[config.mk]
export PLATFORM = sky130hd
export DESIGN_NAME = bomb_round_ctrl
export DESIGN_NICKNAME = d
export VERILOG_FILES = /design/src/rtl/bomb_round_ctrl.sv
export SDC_FILE = /design/constraint.sdc
export NUM_CORES = 1
export LEC_CHECK = 0
export CAP_MARGIN = 15
export CORE_UTILIZATION = 56
export CTS_CLUSTER_DIAMETER = 120
export DETAILED_ROUTE_END_ITERATION = 10
export GPL_ROUTABILITY_DRIVEN = 0
export MAX_ROUTING_LAYER = met4
export PLACE_DENSITY_LB_ADDON = 0.15
export SLEW_MARGIN = 20
export SYNTH_ARGS = -nofsm -noshare
export SYNTH_HDL_FRONTEND = slang
export SYNTH_SLANG_ARGS = --single-unit
[constraint.sdc]
create_clock -name clk -period 2.19 [get_ports clk]
set_clock_uncertainty 0.05 [all_clocks]
set_input_delay 0.3285 -clock clk [delete_from_list [all_inputs] [get_ports clk]]
set_output_delay 0.3285 -clock clk [all_outputs]
set_load 0.02 [all_outputs]
[src/rtl/bomb_round_ctrl.sv]
// Bomb-game round controller: arms a round, draws a secret wire from a free-running LFSR,
// counts the timer down and holds the win/loss result until the display returns repeatRst.
module bomb_round_ctrl #(
  parameter int unsigned TIME_LIMIT = 99,
  parameter int unsigned TICK_DIV   = 50
) (
  input  logic       clk,
  input  logic       rst_n,
  input  logic       start,
  input  logic [3:0] wire_cut,
  input  logic       repeatRst,
  output logic       success,
  output logic       fail,
  output logic       armed,
  output logic [6:0] time_left,
  output logic [1:0] secret_idx
);

  typedef enum logic [1:0] {StIdle, StArmed, StDefused, StExploded} state_e;

  localparam logic [6:0]  TimeInit = 7'(TIME_LIMIT);
  localparam logic [15:0] TickLast = 16'(TICK_DIV - 1);

  state_e      r_state;
  state_e      w_state_next;
  logic        r_start_s1;
  logic        r_start_s2;
  logic [3:0]  r_cut_s1;
  logic [3:0]  r_cut_s2;
  logic [3:0]  r_cut_d;
  logic [7:0]  r_lfsr;
  logic [15:0] r_tick_cnt;
  logic [6:0]  r_time_left;
  logic [1:0]  r_secret;
  logic        r_success;
  logic        r_fail;
  logic        r_armed;

  logic [3:0]  w_cut_pulse;
  logic [3:0]  w_secret_mask;
  logic        w_wrong_cut;
  logic        w_right_cut;
  logic        w_tick;
  logic        w_arm;

  assign w_cut_pulse   = r_cut_s2 & ~r_cut_d;
  assign w_secret_mask = 4'b0001 << r_secret;
  assign w_wrong_cut   = |(w_cut_pulse & ~w_secret_mask);
  assign w_right_cut   = |(w_cut_pulse & w_secret_mask);
  assign w_tick        = (r_state == StArmed) && (r_tick_cnt == TickLast);
  assign w_arm         = (r_state == StIdle) && r_start_s2 && (r_cut_s2 == 4'b0000);

  // Two-flop synchronisers; the extra cut stage turns a new cut into a one-cycle pulse.
  always_ff @(posedge clk or negedge rst_n) begin
    if (!rst_n) begin
      r_start_s1 <= 1'b0;
      r_start_s2 <= 1'b0;
      r_cut_s1   <= 4'b0000;
      r_cut_s2   <= 4'b0000;
      r_cut_d    <= 4'b0000;
    end else begin
      r_start_s1 <= start;
      r_start_s2 <= r_start_s1;
      r_cut_s1   <= wire_cut;
      r_cut_s2   <= r_cut_s1;
      r_cut_d    <= r_cut_s2;
    end
  end

  // Fibonacci LFSR, taps 8,6,5,4; runs every cycle so the secret depends on arming time.
  always_ff @(posedge clk or negedge rst_n) begin
    if (!rst_n) begin
      r_lfsr <= 8'h01;
    end else begin
      r_lfsr <= {r_lfsr[6:0], r_lfsr[7] ^ r_lfsr[5] ^ r_lfsr[4] ^ r_lfsr[3]};
    end
  end

  always_comb begin
    w_state_next = r_state;
    case (r_state)
      StIdle: begin
        if (w_arm) w_state_next = StArmed;
      end
      StArmed: begin
        if (w_wrong_cut) begin
          w_state_next = StExploded;
        end else if (w_right_cut) begin
          w_state_next = StDefused;
        end else if (w_tick && (r_time_left == 7'd0)) begin
          w_state_next = StExploded;
        end
      end
      StDefused, StExploded: begin
        if (repeatRst) w_state_next = StIdle;
      end
      default: w_state_next = StIdle;
    endcase
  end

  // Status outputs decode the next state so they change on the same edge as the state.
  always_ff @(posedge clk or negedge rst_n) begin
    if (!rst_n) begin
      r_state   <= StIdle;
      r_success <= 1'b0;
      r_fail    <= 1'b0;
      r_armed   <= 1'b0;
    end else begin
      r_state   <= w_state_next;
      r_success <= (w_state_next == StDefused);
      r_fail    <= (w_state_next == StExploded);
      r_armed   <= (w_state_next == StArmed);
    end
  end

  always_ff @(posedge clk or negedge rst_n) begin
    if (!rst_n) begin
      r_tick_cnt  <= 16'd0;
      r_time_left <= TimeInit;
      r_secret    <= 2'd0;
    end else begin
      if (w_arm) begin
        r_secret    <= r_lfsr[1:0];
        r_time_left <= TimeInit;
      end else if (w_tick && (r_time_left != 7'd0)) begin
        r_time_left <= r_time_left - 7'd1;
      end

      if ((r_state != StArmed) || w_tick) begin
        r_tick_cnt <= 16'd0;
      end else begin
        r_tick_cnt <= r_tick_cnt + 16'd1;
      end
    end
  end

  assign success    = r_success;
  assign fail       = r_fail;
  assign armed      = r_armed;
  assign time_left  = r_time_left;
  assign secret_idx = r_secret;

endmodule

==> out/qor.yml <==
chipWidth_um: 65.5
areaGrowthSynthToFinish_pct: 16.4
h-tree-depth: 2
reg2reg_to: "r_tick_cnt[11]$_DFF_PN0_"
worstPathArrival_ns: 2.05
outcome: "finished, final reports clean"
core_area_mm2: 0.00377
synthArstFlopShare_pct: 100
syn_nets: 208
cp.required_ns: 2.31
timing.final.crit_share_pct: 87.8
die_area_mm2: 0.00429
ys_types: 42
holdWs_ns: 0.312
synth.avg_cell_area_um2: 11.5
drc: 0
clk_pin_slew_worst_paths_ns: 0.10
final_max_slew_viol_count: 0
final_core_util_pct: 69.6
ir_drop_uv: 549
hp-class: "reg2reg"
worst_skew_pair.late_latency_ns: 0.30
ys.flop_type: "dfrtp_1"
cts_tree: "done"
yosysSeqAreaShare_pct: 58.0
nNetsFinal: 234
die_h_um: 65.5
antenna_found_initial: 0
antenna_left: 0
min_from: "r_cut_s1[2]$_DFF_PN0_"
crit_path_end_kind: "flip-flop"
synth-seq-cells: 52
start_kind: "flip-flop"
placed_cells: 262
cts_buffer_depth: 2
grt_max_degree: 27
synth_most_common_cell: "dfrtp_1"
cts_setup_buffers: 0
io_buffers: 19
cts_sinks: 52
crit_fanout: 16
synth_common_cells: "47 x dfrtp_1, 27 x nor2_1, 15 x nand2_1, 15 x xnor2_1"
routed_wl_um: 4140
instances_no_fill: 271
ios: 20
first_global_vias: 1500
syn_inst: 196
tightest_slew_ns: 0.579
relSlewSlack_pct: 61.4
drtIter0Drc: 137
critPathKind: "reg2reg"
worstReg2RegStart: "r_tick_cnt[1]$_DFF_PN0_"
overflow: 0
grt_pass1_wl_um: 7200
synth_warnings: 0
cts.repair.resized: 0
power_mw: 2.11
cts_made_buffers: 5
vias: 1533
synth_area_mm2: 0.00226
drt_first_pass_iters: 4
num_rows: 22
start_util_pct: 59.8
setup_viol: 0
grt_usage_pct: 23.4
rsz0062_at_grt: "no"
drive_gt1_share_pct: 10.3
yosysTopAreaCell: "dfrtp_1"
yosys.area.top_type_share_pct: 52.1
num_antenna_cells: 0
dp_hpwl_um: 2910
ff2ff_path_depth: 6
synthTopCellsByArea: "dfrtp_1 52%, dfstp_2 5.8%, xnor2_1 5.8%"
whs_endpoint: "r_cut_s2[2]$_DFF_PN0_"
startpoint: "r_tick_cnt[1]$_DFF_PN0_"
tns_ns: 0
wl_per_cell_um: 15.3
hold_depth: 0
post_drt_via_cell_ratio: 5.66
min_period_ns: 1.92
root_buffer: "clkbuf_8"
leakage_nw: 1.08
power_density_mw_per_mm2: 805
maxCapViolations: 0
regToRegSetupSlack_ns: 0.27
fmax_mhz: 520
finalHoldViolations: 0
synth_edf_count: 0
repair_timing:
item                                    CTS  global route
endpoints found under the setup margin    0             0
hold buffers                              1             0
endpoints found under the hold margin    22             0
cell families after synthesis:
| logic type | share of synthesized area, % |
|---|---|
| buf+inv | 1.89 |
| compound gates | 4.66 |
| mux | 3.66 |
| fa+ha+maj | 2.22 |
| simple gates | 23.0 |
| flops | 58.0 |
| xor+xnor | 6.60 |
state kept, by name, indices dropped and copies added, names as in the netlist, 2 cells and up:
register / flops
r_cut_s2: 4
r_cut_s1: 4
r_lfsr: 8
r_tick_cnt: 16
secret_idx: 2
time_left: 7
r_state: 2
r_cut_d: 4
stage by stage:
stage | cell area, µm² | setup slack (ns)
2_1_floorplan | 2260 | 0.457
3_3_place_gp | 2500 | 0.442
3_5_place_dp | 2500 | 0.296
4_1_cts | 2630 | 0.269
5_1_grt | 2630 | 0.0754
6_report | 2630 | 0.267
worst max-delay path: stages, from the launching register on:
cell,delay (ns)
dfrtp_1,0.42
inv_1,0.07
ha_1,0.15
nor4b_4,0.20
nand4_2,0.26
nand2_1,0.52
nor2_1,0.12
layout by cell type (no fill, tap or decap), types with 2 or more instances in the layout:
master / instances
a21oi_1: 3
nand2_1: 15
or2b_1: 2
clkbuf_8: 5
mux2i_1: 6
dfstp_2: 5
or4_1: 2
o32a_1: 2
clkdlybuf4s50_1: 18
inv_1: 8
nor3_1: 6
nand3_1: 7
nor4_1: 8
dfrtp_1: 47
and3b_1: 2
nor2_1: 27
nand2b_1: 5
ha_1: 4
nor4_2: 2
xor2_1: 2
buf_4: 2
xnor2_1: 15
nand4_1: 5
layer usage:
metal / vias to the layer above / GRT usage, % / share of wire (%)
met4: 0 / 7.34 / 0.99
met1: 768 / 31.1 / 45
met2: 27 / 36.5 / 50
li1: 734 / - / -
met5: - / - / 0
met3: 4 / 4.69 / 3.7
power breakdown:
part | internal (mW) | switching, mW | leakage [nW] | total (mW)
Combinational | 0.154 | 0.188 | 0.347 | 0.343
Sequential | 1.05 | 0.0771 | 0.675 | 1.12
Clock | 0.345 | 0.301 | 0.0558 | 0.647
Total | 1.55 | 0.567 | 1.08 | 2.11
cell type report:
type / instances / area (µm²)
Tap cell: 48 / 60.1
Sequential cell: 52 / 1310
Clock buffer: 6 / 72.6
Clock inverter: 2 / 38.8
Inverter: 8 / 30.0
Timing Repair Buffer: 22 / 210
Multi-Input combinational cell: 133 / 906
Fill cell: 261 / 1150
how the worst max path moves through the flow:
| stage | to | depth (start not counted) |
|---|---|---|
| after floorplan | time_left[5]$_DFFE_PN1P_ | 6 |
| after global placement | r_tick_cnt[2]$_DFF_PN0_ | 6 |
| after detailed placement | r_tick_cnt[11]$_DFF_PN0_ | 6 |
| after CTS | time_left[5] | 1 |
| after global routing | r_tick_cnt[5]$_DFF_PN0_ | 6 |
| final | r_tick_cnt[11]$_DFF_PN0_ | 6 |
Power figures use the tool's default switching activity.
